==> config.mk <==
export PLATFORM = sky130hd
export DESIGN_NAME = logo_bounce_ctrl
export DESIGN_NICKNAME = d
export VERILOG_FILES = /design/src/rtl/logo_bounce_ctrl.sv
export SDC_FILE = /design/constraint.sdc
export NUM_CORES = 1
export LEC_CHECK = 0
export ABC_AREA = 1
export CAP_MARGIN = 40
export CORE_MARGIN = 2
export CORE_UTILIZATION = 45
export CTS_BUF_LIST = sky130_fd_sc_hd__clkbuf_8
export DETAILED_ROUTE_END_ITERATION = 10
export PLACE_DENSITY = 0.71
export SLEW_MARGIN = 20
export SYNTH_ARGS = -nofsm -noshare
export SYNTH_HDL_FRONTEND = slang
export SYNTH_SLANG_ARGS = --single-unit
==> constraint.sdc <==
create_clock -name clk -period 3.4 [get_ports clk]
set_clock_uncertainty 0.2 [all_clocks]
set_input_delay 0.85 -clock clk [delete_from_list [all_inputs] [get_ports clk]]
set_output_delay 0.85 -clock clk [all_outputs]
set_load 0.02 [all_outputs]
==> src/rtl/logo_bounce_ctrl.sv <==
// logo_bounce_ctrl: frame-rate bouncing logo position, beam window decode and bounce palette index
module logo_bounce_ctrl #(
    parameter int   H_ACTIVE  = 640,
    parameter int   V_ACTIVE  = 480,
    parameter int   LOGO_W    = 128,
    parameter int   LOGO_H    = 128,
    parameter logic VSYNC_ACT = 1'b0
) (
    input  logic       clk,
    input  logic       reset,
    input  logic       vsync,
    input  logic [9:0] pix_x,
    input  logic [9:0] pix_y,
    input  logic       enable,
    input  logic [1:0] speed,
    output logic [9:0] logo_x,
    output logic [9:0] logo_y,
    output logic [6:0] rel_x,
    output logic [6:0] rel_y,
    output logic       in_logo,
    output logic [2:0] color_index,
    output logic       frame_tick,
    output logic       bounce
);
    localparam logic [10:0] XMAX = 11'(H_ACTIVE - LOGO_W);
    localparam logic [10:0] YMAX = 11'(V_ACTIVE - LOGO_H);

    logic        vsync_q, vsync_seen, dir_x, dir_y, tick, hit_x, hit_y;
    logic [10:0] step, x_inc, y_inc, x_end, y_end;
    logic [9:0]  nx, ny;

    // vsync_seen blocks a tick until vsync has been observed inactive after reset
    assign tick  = vsync_seen && (vsync == VSYNC_ACT) && (vsync_q != VSYNC_ACT);
    assign step  = {9'd0, speed} + 11'd1;
    assign x_inc = {1'b0, logo_x} + step;
    assign y_inc = {1'b0, logo_y} + step;
    assign x_end = {1'b0, logo_x} + 11'(LOGO_W);
    assign y_end = {1'b0, logo_y} + 11'(LOGO_H);

    // next position per axis: clamp onto the edge and flag a hit when the step reaches it
    always_comb begin
        hit_x = dir_x ? (x_inc >= XMAX) : ({1'b0, logo_x} <= step);
        hit_y = dir_y ? (y_inc >= YMAX) : ({1'b0, logo_y} <= step);
        nx    = dir_x ? (hit_x ? XMAX[9:0] : x_inc[9:0]) : (hit_x ? 10'd0 : logo_x - step[9:0]);
        ny    = dir_y ? (hit_y ? YMAX[9:0] : y_inc[9:0]) : (hit_y ? 10'd0 : logo_y - step[9:0]);
    end

    // frame tick detection and once-per-frame motion, direction and colour update
    always_ff @(posedge clk) begin
        if (reset) begin
            vsync_q     <= ~VSYNC_ACT;
            vsync_seen  <= 1'b0;
            frame_tick  <= 1'b0;
            bounce      <= 1'b0;
            logo_x      <= 10'd0;
            logo_y      <= 10'd0;
            dir_x       <= 1'b1;
            dir_y       <= 1'b1;
            color_index <= 3'd7;
        end else begin
            vsync_q    <= vsync;
            if (vsync != VSYNC_ACT)
                vsync_seen <= 1'b1;
            frame_tick <= tick;
            bounce     <= tick && enable && (hit_x || hit_y);
            if (tick && enable) begin
                logo_x <= nx;
                logo_y <= ny;
                dir_x  <= dir_x ^ hit_x;
                dir_y  <= dir_y ^ hit_y;
                if (hit_x || hit_y)
                    color_index <= (color_index == 3'd7) ? 3'd1 : color_index + 3'd1;
            end
        end
    end

    assign in_logo = (pix_x >= logo_x) && ({1'b0, pix_x} < x_end) &&
                     (pix_y >= logo_y) && ({1'b0, pix_y} < y_end);
    assign rel_x   = 7'(pix_x - logo_x);
    assign rel_y   = 7'(pix_y - logo_y);
endmodule

==> metrics.md, run 1 <==
| Metric | Value |
|---|---|
| I/O pins | 66 |
| Post-route setup TNS | 0 ns |
| Clk slew on worst S/H paths | 0.06 ns |
| Ys flop type | dfxtp_1 |
| Vias in the first global route | 3,828 |
| Gpl congestion | 0.923 |
| 1st-iter DRT viols | 148 |
| Avg WL per Cell | 13.9 um |
| Req. time, crit path | 2.35 ns |
| Final worst path period share | 98.6% |
| RSZ-0062 raised after global routing | yes |
| Starting Density | 45.8% |
| Final net count | 718 |
| CTS tree | done |
| Die area | 7970 um2 |
| Worst Setup End Kind | primary output |
| Post-DP Area | 4620 um2 |
| Share of cells above drive strength 1 | 27.5% |
| Ys async rst share | 0% |
| Syn-to-layout area delta | 53.5% |
| Commonest cells after routing, fill and taps aside | nand2_1, buf_4, inv_1 |
| TritonRoute pass-1 iters | 5 |
| Fin cells | 739 |
| Detailed Route WL | 10.3 mm |
| Final Hold Fails | 0 |
| Static leakage | 2.36 nW |
| Status | complete, no violations |
| Final setup viols | 0 |
| Initial antenna violation count | 0 |
| Mean number of vias per cell | 5.20 |
| CTS sink cnt | 29 |
| Cts hold-fix bufs | 0 |
| HP Class | reg2reg |
| Port Buf Inserts | 65 |
| Height of the die | 89.3 um |
| H-tree depth | 2 |
| Worst skew pair latency | 0.29 ns |
| Total power draw | 0.00115 W |
| Largest net degree at the start of global routing | 22 |
| Mapped Nets | 570 |
| Register area share after synthesis | 17.7% |
| Via count | 3,842 |
| Max Fclk | 298 MHz |
| Site row count | 31 |
| HPWL Detailed | 7.67 mm |
| CTS Buffer Depth | 2 |
| Most common cell after layout, fill and taps aside | nand2_1 |
| Syn_area_per_cell | 6.66 um2 |
| Worst-margin pin slew | 0.683 ns |
| Die Width | 89.3 um |
| Core box area | 7140 um2 |
| First-pass GRT wire length | 16.6 mm |
| Tmin final | 3.35 ns |
| Synth unique cells | 41 |
| Post-Syn Instances | 491 |
| Total grt overflow | 0 |
| Crit path kind | in2out |
| Max FO, Critical Path | 3 |
| Tot GR Track Use | 26.4% |
| Post-Place Cells | 726 |
| EDFF count, synth | 0 |
| Final ANT Viol Nets | 0 |
| Critical path launch point type | input port |
| # DRC | 0 |
| ANT cells | 0 |
| CTS buffer count | 5 |
| Root buffer cell | clkbuf_8 |
| Design area | 5020 um2 |
| Synthesized cell area | 3270 um2 |
| Max-slew headroom | 54.4% |
| Maximum vdd drop | 0.168 mV |
| Slew Viols, Final | 0 |
| Synthesis-stage register bit count | 29 |
| Power per cell area | 229 nW/um2 |
| Worst Path Arrival | 2.30 ns |
| YS warnings | 0 |
| Max Cap Viol | 0 |
[synthesized netlist by cell type (7+ instances only)]
| master | count | area, um2 |
|---|---|---|
| clkbuf_1 | 7 | 26.3 |
| ha_1 | 47 | 588 |
| nand3_1 | 33 | 165 |
| o21ai_0 | 29 | 145 |
| nand4_1 | 7 | 43.8 |
| dfxtp_1 | 29 | 581 |
| nand2_1 | 102 | 383 |
| nor2_1 | 43 | 161 |
| nor3_1 | 9 | 45.0 |
| a21oi_1 | 42 | 210 |
| inv_1 | 62 | 233 |
| xor2_1 | 16 | 140 |
[layout make-up]
class	instances	area, um2
multi-input cells	381	2700
fillers	611	2110
repair buffers	155	1280
flip-flops and latches	29	581
inverters	67	254
well taps	99	124
clock buffers	5	68.8
clock inverters	3	13.8
[power by group]
part,switching (W),internal [W],leakage (nW)
sequential,0.00000857,0.000349,0.236
combinational,0.000268,0.000239,2.08
clock,0.000146,0.000139,0.0491
[flip-flops by register name (all words and copies together) (netlist names)]
signal       flops
vsync_seen       1
bounce           1
dir_y            1
dir_x            1
logo_x          10
color_index      3
logo_y          10
frame_tick       1
vsync_q          1
[per-stage QoR]
stage / setup slack, ns / hold slack, ns / utilization [%]
2_1_floorplan: 0.00910 / 0.222 / -
3_3_place_gp: -0.910 / 0.231 / 64.7
3_5_place_dp: -0.904 / 0.244 / 64.7
4_1_cts: 0.000369 / 0.253 / 68.2
5_1_grt: -0.0526 / 0.267 / 70.4
6_report: 0.0465 / 0.249 / 70.4
[worst paths after layout]
path              startpoint  slack, ns  cells after the start    endpoint
hold reg to reg      vsync_q       0.25                      2  frame_tick
hold / removal       vsync_q       0.25                      2  frame_tick
setup reg to reg   logo_y[1]       0.83                     12   logo_y[9]
setup / recovery    pix_x[7]       0.05                      9     in_logo
[what timing repair did]
item                                    CTS  global route
pin swaps                                27            24
resized for setup                        83            45
endpoints found under the setup margin   16            29
buffers inserted                          1             4
[layer usage]
metal | part of all wire (%) | vias to the layer above | global-route usage (%)
li1 | - | 1918 | -
met1 | 39 | 1750 | 29.4
met2 | 53 | 143 | 49.4
met3 | 5.1 | 31 | 4.43
met4 | 3.2 | 0 | 10.3
met5 | 0 | - | 0
[cells by family (layout without fill, tap and decap cells)]
family          Yosys count  after routing  share of synthesized area [%]
compound gates           94             94                           16.1
xor+xnor                 22             22                           5.89
fa+ha+maj                53             53                           21.6
buf+inv                  81            230                           9.64
flops                    29             29                           17.7
simple gates            212            212                           29.0
[critical path, stage by stage]
cell           delay (ns)
dlygate4sd2_1        0.27
ha_4                 0.28
nand2_1              0.08
nor2_1               0.15
nand2_2              0.09
o2111ai_4            0.25
nand3_2              0.10
nor2_1               0.10
buf_4                0.15
(Power assumes the default switching activity.)
==> inputs of run 2 (changes only) <==
==> constraint.sdc (replaced) <==
create_clock -name clk -period 3.4 [get_ports clk]
set_clock_uncertainty 0.2 [all_clocks]
set_input_delay 0.68 -clock clk [delete_from_list [all_inputs] [get_ports clk]]
set_output_delay 0.68 -clock clk [all_outputs]
set_load 0.02 [all_outputs]
==> metrics.md, run 2 (synthesis gave the netlist of run 1 again) <==
| Metric | Value |
|---|---|
| Worst path max stage delay | 0.45 ns |
| Most common cell after layout, fill and taps aside | nand2_1 |
| GR peak layer | met2 |
| Clock share of power | 25.7% |
| Worst Hold Depth | 2 |
| WP depth | 10 |
| Max-slew headroom | 56.1% |
| Post-Place Cells | 697 |
| Die area | 7970 um2 |
| Final setup viols | 0 |
| Routing usage on met1 | 27.7% |
| Worst-margin pin slew | 0.658 ns |
| Req. time, crit path | 2.52 ns |
| Cell Int Power | 0.000689 W |
| Tmin final | 3.30 ns |
| Cts hold-fix bufs | 0 |
| Gpl congestion | 0.913 |
| ANT cells | 0 |
| Vias in the first global route | 3,432 |
| Slowest CP cell | clkdlybuf4s50_1 |
| Static leakage | 2.18 nW |
| Final worst path period share | 97.0% |
| HP Class | reg2reg |
| Final Hold Fails | 0 |
| Via count | 3,624 |
| Core box area | 7140 um2 |
| Die Width | 89.3 um |
| Critical path launch point type | input port |
| Final WS setup | 0.103 ns |
| RSZ-0062 raised after global routing | yes |
| First-pass GRT wire length | 15.1 mm |
| Max Fclk | 303 MHz |
| Sequential share of power | 33.2% |
| Worst Path Arrival | 2.42 ns |
| Crit path kind | in2out |
| CTS buffer count | 5 |
| R2R Setup Slk | 0.71 ns |
| Share of cells above drive strength 1 | 16.7% |
| HPWL Detailed | 7.52 mm |
| 1st-iter DRT viols | 141 |
| Net Sw Power | 0.000387 W |
| Largest delay contributor family on the critical path | buffers and inverters |
| Site row count | 31 |
| Starting Density | 45.8% |
| Root buffer cell | clkbuf_8 |
| Worst skew pair latency | 0.28 ns |
| CTS sink cnt | 29 |
| Top flop regs | logo_x (10), logo_y (10), color_index (3) |
| Tot GR Track Use | 24.0% |
| I/O pins | 66 |
| Port Buf Inserts | 65 |
| Status | complete, no violations |
| Area of the multi-input gates | 2450 um2 |
| Largest net degree at the start of global routing | 22 |
| Utilization after layout | 63.9% |
| CTS tree | done |
| Max Cap Viol | 0 |
| Global routing usage on met2 | 44.4% |
| R2R depth | 13 |
| Total grt overflow | 0 |
| Final ANT Viol Nets | 0 |
| Mean number of vias per cell | 5.12 |
| # DRC | 0 |
| Cell mode on critical path | inv_1 |
| Critical-path cell list | clkdlybuf4s50_1 -> inv_1 -> ha_1 -> fa_2 -> inv_1 -> nand3_1 -> o2111ai_2 -> nand3_2 -> nor2_1 -> buf_4 |
| Seq. cell area | 581 um2 |
| Avg WL per Cell | 13.1 um |
| Initial antenna violation count | 0 |
| Total power draw | 0.00108 W |
| Worst Setup End Kind | primary output |
| Combinational share of power | 41.1% |
| Fin cells | 708 |
| TritonRoute pass-1 iters | 4 |
| Clk slew on worst S/H paths | 0.06 ns |
| Height of the die | 89.3 um |
| Max FO, Critical Path | 3 |
| CTS Buffer Depth | 2 |
| H-tree depth | 2 |
| Switch share | 35.9% |
| Dpl ws | -0.585 ns |
| CP bufs+invs | 4 |
| Final net count | 687 |
| Maximum vdd drop | 0.201 mV |
| Slew Viols, Final | 0 |
| Power per cell area | 236 nW/um2 |
| Detailed Route WL | 9.26 mm |
| Syn-to-layout area delta | 39.3% |
| Fillers | 662 |
| Commonest cells after routing, fill and taps aside | nand2_1, inv_1, buf_4 |
| Routing usage on met3 | 3.60% |
-- run 2: cell count changes in the layout (fill, tap and decap cells not counted), moves of 8 or more --
| cell | delta |
|---|---|
| dlygate4sd2_1 | -10 |
| ha_1 | +11 |
| clkdlybuf4s50_1 | +16 |
| ha_4 | -12 |
| nand2_1 | +8 |
| buf_4 | -32 |
-- run 2: metal layers --
metal  share of wire, %  vias to the layer above
met3                2.8                       25
li1                   -                     1845
met2                 52                       92
met1                 42                     1662
met4                3.4                        0
met5                  0                        -
-- run 2: path summary, 6_finish.rpt --
| check | startpoint | to |
|---|---|---|
| setup reg to reg | logo_y[1] | color_index[0] |
| hold reg to reg | vsync_q | frame_tick |
| setup / recovery | pix_x[0] | in_logo |
| hold / removal | vsync_q | frame_tick |
-- run 2: cell type report --
cell class                 count  share of cell area (%)
clock inverter                 3                   0.302
sequential                    29                    12.7
clock buffer                   5                    1.51
tap                           99                    2.72
multi-input combinational    381                    53.7
timing repair buffer         124                    23.5
inverter                      67                    5.52
-- run 2: power groups by stage --
stage                     Sequential, W  Clock, W  Combinational (W)
after detailed placement       0.000365         0           0.000445
after floorplan                0.000374         0           0.000243
after global routing           0.000359  0.000293           0.000491
after CTS                      0.000358  0.000274           0.000434
after global placement         0.000365         0           0.000437
final                          0.000358  0.000276           0.000442
-- run 2: worst min-delay path, cell delays in order (launching register included) --
cell,delay [ns]
dfxtp_1,0.32
nand2_1,0.06
nor2_1,0.04
-- run 2: per-stage QoR --
step	setup TNS, ns	instance area (um2)	hold slack [ns]
6_report	0	4560	0.254
5_1_grt	-0.0312	4560	0.282
4_1_cts	-0.0976	4480	0.250
3_5_place_dp	-3.86	4420	0.242
3_3_place_gp	-3.33	4420	0.232
2_1_floorplan	0	3270	0.222
-- run 2: repair_timing --
| action | in CTS | in global routing |
|---|---|---|
| setup buffers | 0 | 3 |
| pin swaps | 0 | 9 |
| resized for setup | 27 | 25 |
| hold endpoints to repair | 0 | 0 |
| setup endpoints to repair | 11 | 14 |
==> inputs of run 3 (changes only) <==
--- a/config.mk
+++ b/config.mk
@@ -10,6 +10,7 @@
 export CORE_MARGIN = 2
 export CORE_UTILIZATION = 45
 export CTS_BUF_LIST = sky130_fd_sc_hd__clkbuf_8
+export CTS_CLUSTER_SIZE = 8
 export DETAILED_ROUTE_END_ITERATION = 10
 export PLACE_DENSITY = 0.71
 export SLEW_MARGIN = 20
==> constraint.sdc (replaced) <==
create_clock -name clk -period 3.68 [get_ports clk]
set_clock_uncertainty 0.2 [all_clocks]
set_input_delay 0.736 -clock clk [delete_from_list [all_inputs] [get_ports clk]]
set_output_delay 0.736 -clock clk [all_outputs]
set_load 0.02 [all_outputs]
==> metrics.md, run 3 (synthesis gave the netlist of run 1 again) <==
| Metric | Value |
|---|---|
| Total grt overflow | 0 |
| Status | complete, no violations |
| Commonest cells after routing, fill and taps aside | nand2_1, inv_1, clkdlybuf4s50_1 |
| Tot GR Track Use | 24.9% |
| Power per cell area | 246 nW/um2 |
| Vias in the first global route | 3,525 |
| Die area | 7970 um2 |
| # DRC | 0 |
| CTS tree | done |
| R2R depth | 15 |
| CP bufs+invs | 3 |
| RSZ-0062 raised after global routing | yes |
| Top flop regs | logo_x (10), logo_y (10), color_index (3) |
| Final worst path period share | 98.0% |
| Core box area | 7140 um2 |
| Via count | 3,620 |
| Worst Path Arrival | 2.67 ns |
| Area of the multi-input gates | 2390 um2 |
| Root buffer cell | clkbuf_8 |
| Max FO, Critical Path | 2 |
| Site row count | 31 |
| Port Buf Inserts | 65 |
| Worst Hold Depth | 2 |
| H-tree depth | 2 |
| Gpl congestion | 0.939 |
| Clk slew on worst S/H paths | 0.07 ns |
| TritonRoute pass-1 iters | 5 |
| Starting Density | 45.8% |
| Max-slew headroom | 56.0% |
| Critical-path cell list | clkdlybuf4s50_1 -> inv_1 -> ha_2 -> fa_2 -> nor3_2 -> nor2_1 -> a21oi_1 -> o21bai_1 -> nand2_1 -> nand3_2 -> nor2_2 -> buf_4 |
| I/O pins | 66 |
| Share of cells above drive strength 1 | 11.9% |
| Worst R2R End | color_index[1] |
| Tmin final | 3.61 ns |
| Post-route setup TNS | 0 ns |
| Detailed Route WL | 9.42 mm |
| Syn-to-layout area delta | 34.5% |
| Worst path max stage delay | 0.45 ns |
| Final setup viols | 0 |
| Final WS setup | 0.0728 ns |
| R2R Setup Slk | 0.91 ns |
| Final Hold Fails | 0 |
| Post-DP Area | 4270 um2 |
| Cts hold-fix bufs | 0 |
| ANT cells | 0 |
| Worst Hold End | frame_tick |
| Die Width | 89.3 um |
| Slew Viols, Final | 0 |
| HPWL Detailed | 7.42 mm |
| Critical hold path startpoint | vsync_q |
| Fillers | 681 |
| Crit path kind | in2out |
| Maximum vdd drop | 0.120 mV |
| Seq. cell area | 581 um2 |
| Largest net degree at the start of global routing | 22 |
| Avg WL per Cell | 13.7 um |
| Worst-margin pin slew | 0.659 ns |
| Req. time, crit path | 2.74 ns |
| First-pass GRT wire length | 15.6 mm |
| Dpl ws | -0.406 ns |
| Design area | 4400 um2 |
| HP Class | reg2reg |
| Mean number of vias per cell | 5.26 |
| 1st-iter DRT viols | 143 |
| Max Fclk | 277 MHz |
| Final ANT Viol Nets | 0 |
| Most common cell after layout, fill and taps aside | nand2_1 |
| Slowest CP cell | clkdlybuf4s50_1 |
| Worst Setup End Kind | primary output |
| Height of the die | 89.3 um |
| Critical path launch point type | input port |
| Max Cap Viol | 0 |
| Reg-to-reg startpoint | logo_x[0] |
| Worst skew pair latency | 0.29 ns |
| CTS Buffer Depth | 2 |
| Initial antenna violation count | 0 |
| Utilization after layout | 61.6% |
| Final net count | 667 |
| CTS buffer count | 5 |
| Total power draw | 0.00108 W |
| Largest delay contributor family on the critical path | buffers and inverters |
| CTS sink cnt | 29 |
| Static leakage | 2.08 nW |
[run 3: changes by cell type in the layout (fill, tap and decap cells not counted), moves of 2 or more]
cell / previous run / this run
buf_4: 59 / 40
dlygate4sd2_1: 3 / 7
buf_2: 3 / 0
clkbuf_2: 4 / 1
clkdlybuf4s50_1: 52 / 54
clkinv_2: 2 / 0
ha_1: 44 / 46
ha_4: 2 / 0
o21ai_0: 26 / 28
[run 3: worst register-to-register path, cell delays in order, from the launching register on]
cell and delay [ns]:
dfxtp_1 0.45, ha_1 0.20, inv_1 0.07, fa_1 0.42, inv_1 0.09, nand2_1 0.08
a21oi_1 0.20, nand3_1 0.13, nand3b_1 0.11, nand3_1 0.12, nand2_1 0.16, inv_2 0.10
nand2_4 0.10, nand2_4 0.06, nand2_1 0.08, nand3_1 0.06
[run 3: cell type report]
type                            count  area share, %
Multi-Input combinational cell    381           54.4
Timing Repair Buffer              104           21.1
Sequential cell                    29           13.2
Inverter                           67           5.72
Tap cell                           99           2.82
Clock buffer                        6           1.88
Clock inverter                      2          0.853
[run 3: per-stage QoR]
stage / hold WS [ns] / cells
3_5_place_dp: 0.249 / 679
4_1_cts: 0.259 / 687
3_3_place_gp: 0.231 / 679
2_1_floorplan: 0.222 / 491
6_report: 0.259 / 688
5_1_grt: 0.269 / 688
[run 3: worst max-delay path by stage]
stage               cells past startpoint     start      end
detailed placement                     12  pix_y[0]  in_logo
CTS                                    12  pix_y[0]  in_logo
finish                                 12  pix_y[0]  in_logo
global route                           12  pix_y[0]  in_logo
global placement                       12  pix_y[0]  in_logo
floorplan                              10  pix_y[0]  in_logo
[run 3: power breakdown]
| part | internal [W] | leakage (nW) | total, W | switching, W |
|---|---|---|---|---|
| clock network | 0.000220 | 0.0574 | 0.000358 | 0.000138 |
| logic | 0.000174 | 1.79 | 0.000390 | 0.000216 |
| registers | 0.000322 | 0.236 | 0.000333 | 0.0000108 |
[run 3: timing repair]
action,4_1_cts,5_1_grt
setup endpoints to repair,10,5
gates cloned,0,0
pin swaps,0,6
setup buffers,0,1
gates resized for setup,13,11
[run 3: layer usage]
metal | up-vias | global-route usage, % | part of all wire (%)
met2 | 114 | 46.6 | 52
met1 | 1664 | 28.0 | 40
met3 | 25 | 3.79 | 4.8
li1 | 1817 | - | -
met4 | 0 | 9.63 | 2.6
met5 | - | 0 | 0
==> RTL edit: new RTL, flow settings as in run 1 <==
Set the parameter `VSYNC_ACT` to 1'b1 (it was 1'b0).
--- a/src/rtl/logo_bounce_ctrl.sv
+++ b/src/rtl/logo_bounce_ctrl.sv
@@ -5,5 +5,5 @@
     parameter int   LOGO_W    = 128,
     parameter int   LOGO_H    = 128,
-    parameter logic VSYNC_ACT = 1'b0
+    parameter logic VSYNC_ACT = 1'b1
 ) (
     input  logic       clk,
Check against the original RTL: not equivalent (a bounded check fails within 4 cycles, from zero or initial values and one cycle with reset high).
==> RTL edit against run 1 <==
- the run now ends with setup timing left
- routed wire length is 1.6% lower
- final cell count is 1.1% lower
- via count is 2.4% lower
- synthesized area is 0.31% higher
- sequential cell count stayed put
- maximum frequency is 1.6% lower
- power is 2.1% higher
- design area is 0.20% lower
- setup slack worse by 0.053 ns
- critical path depth stayed put
- first-iteration DRC count is 12% higher
- critical path type unchanged
- critical endpoint unchanged
==> RTL edit: results (changes against run 1) <==
stage,metric,value,unit,change
worst_setup_path,rrSetupSlack,0.76,ns,was 0.83 ns
sta,setup_violations,1,,was 0
logic_synthesis,syn_inst,491,,unchanged
clock_tree,clockBufferDepth,2,,unchanged
logic_synthesis,synth.top_cells.by_area,"ha_1, dfxtp_1, nand2_1, inv_1, a21oi_1",,unchanged
global_routing,grt_pass1_vias,3682,,was 3828
clock_tree,cts_buffers,5,,unchanged
pwr,power_switching,0.416,mW,was 0.423 mW
logic_synthesis,yosys-top-cells-count,"nand2_1, inv_1, ha_1, a21oi_1, nor2_1",,"was nand2_1, inv_1, ha_1, nor2_1, a21oi_1"
placement,gp_congestion,0.892,,was 0.923
routing,drt-pass1-iter-count,4,,was 5
worst_setup_path,critPathMaxStageDelay,0.29,ns,
placement,hpwl,7.61,mm,was 7.67 mm
routing,drt_iter0_drc,166,,was 148
worst_setup_path,r2r_cells,11,,was 12
logic_synthesis,synthArstFlopShare,0,,unchanged
pwr,irDropWorstVdd,0.116,mV,was 0.168 mV
finish,drive_gt1_frac,0.278,,was 0.275
sta,holdWs,0.294,ns,was 0.249 ns
logic_synthesis,yosys.cell_types.count,41,,unchanged
worst_setup_path,critPathArrivalTime,2.36,ns,was 2.30 ns
sta,setup_ws,-0.00669,ns,was 0.0465 ns
worst_setup_path,r2r_end,dir_y$_SDFFE_PP1P_,,was logo_y[9]$_SDFFE_PP0P_
routing,wirelength,10.1,mm,was 10.3 mm
sta,relSlewSlack,0.592,,was 0.544
global_routing,grtUsageTotal,0.262,,was 0.264
global_routing,antenna_found_initial,0,,unchanged
hold_path,hp-start,vsync_q$_SDFF_PP0_,,was vsync_q$_SDFF_PP1_
finish,fin_nets,711,,was 718
routing,dr_total_vias,3750,,was 3842
status,outcome,"complete, but fails checks",,was completed
placement,placedCellCount,719,,was 726
status,violations,setup timing,,
global_routing,grt_max_degree,21,,was 22
logic_synthesis,synthFlopType,dfxtp_1,,unchanged
clock_tree,clkTransAtPathRegs,0.06,ns,about the same
finish,finalNonFillerCells,731,,was 739
logic_synthesis,yosysSeqAreaShare,0.177,,about the same
hold_path,hold_depth,1,,was 2
sta,tns,-0.00669,ns,was 0 ns
clock_tree,htree_levels,2,,unchanged
pwr,p_leak,2.34,nW,was 2.36 nW
global_routing,grt_pass1_wl,16.5,mm,was 16.6 mm
[RTL edit: final cells by class]
cell class	instances	area [sq um]
inverter	68	258
tap	99	124
sequential	29	581
clock buffer	6	82.6
multi-input combinational	380	2730
clock inverter	1	3.75
fill	591	2160
timing repair buffer	148	1240
[RTL edit: worst max-delay path by stage]
stage / slack [ns] / startpoint / cells past startpoint / to
6_report: -0.007 / pix_x[2] / 9 / in_logo
3_5_place_dp: -0.93 / pix_y[0] / 12 / in_logo
4_1_cts: 0.005 / pix_y[3] / 11 / in_logo
2_1_floorplan: 0.009 / pix_y[0] / 10 / in_logo
3_3_place_gp: -0.92 / pix_y[0] / 12 / in_logo
5_1_grt: -0.07 / pix_x[2] / 9 / in_logo
[RTL edit: per-stage QoR]
| stage | instance area, sq um | worst slack (ns) | power, mW |
|---|---|---|---|
| floorplan | 3280 | 0.00910 | 0.626 |
| global placement | 4580 | -0.919 | 0.837 |
| detailed placement | 4580 | -0.933 | 0.847 |
| CTS | 4910 | 0.00520 | 1.16 |
| global route | 5010 | -0.0663 | 1.25 |
| finish | 5010 | -0.00669 | 1.17 |
[RTL edit: layer usage]
metal | up-vias | routed length [microns] | GRT usage
met5 | - | 0 | 0
met4 | 0 | 228 | 0.0841
met3 | 21 | 342 | 0.0379
met2 | 102 | 5290 | 0.496
met1 | 1733 | 4230 | 0.300
li1 | 1894 | - | -
[RTL edit: power groups by stage]
stage          logic [mW]  registers, mW  clock network (mW)
2_1_floorplan       0.252          0.375                   0
3_3_place_gp        0.472          0.364                   0
3_5_place_dp        0.482          0.365                   0
4_1_cts             0.507          0.357               0.294
5_1_grt             0.580          0.359               0.316
6_report            0.529          0.358               0.286
[RTL edit: what timing repair did]
action,in CTS,in global routing
setup endpoints to repair,14,29
resized for setup,106,28
pin swaps,29,20
hold endpoints to repair,0,0
buffers inserted,2,3
[RTL edit: kinds of logic after synthesis]
| kind of cell | share of synthesized area |
|---|---|
| and+or+nand+nor | 0.289 |
| adders and majority gates | 0.216 |
| AOI/OAI and AO/OA | 0.162 |
| buffers and inverters | 0.0980 |
| DFF | 0.177 |
| xor gates and xnor gates | 0.0587 |
[RTL edit: critical path: cells and delay by family]
kind | cells | cell delay [ns]
simple gates | 5 | 0.54
buf+inv | 2 | 0.42
fa+ha+maj | 1 | 0.29
compound gates | 1 | 0.25
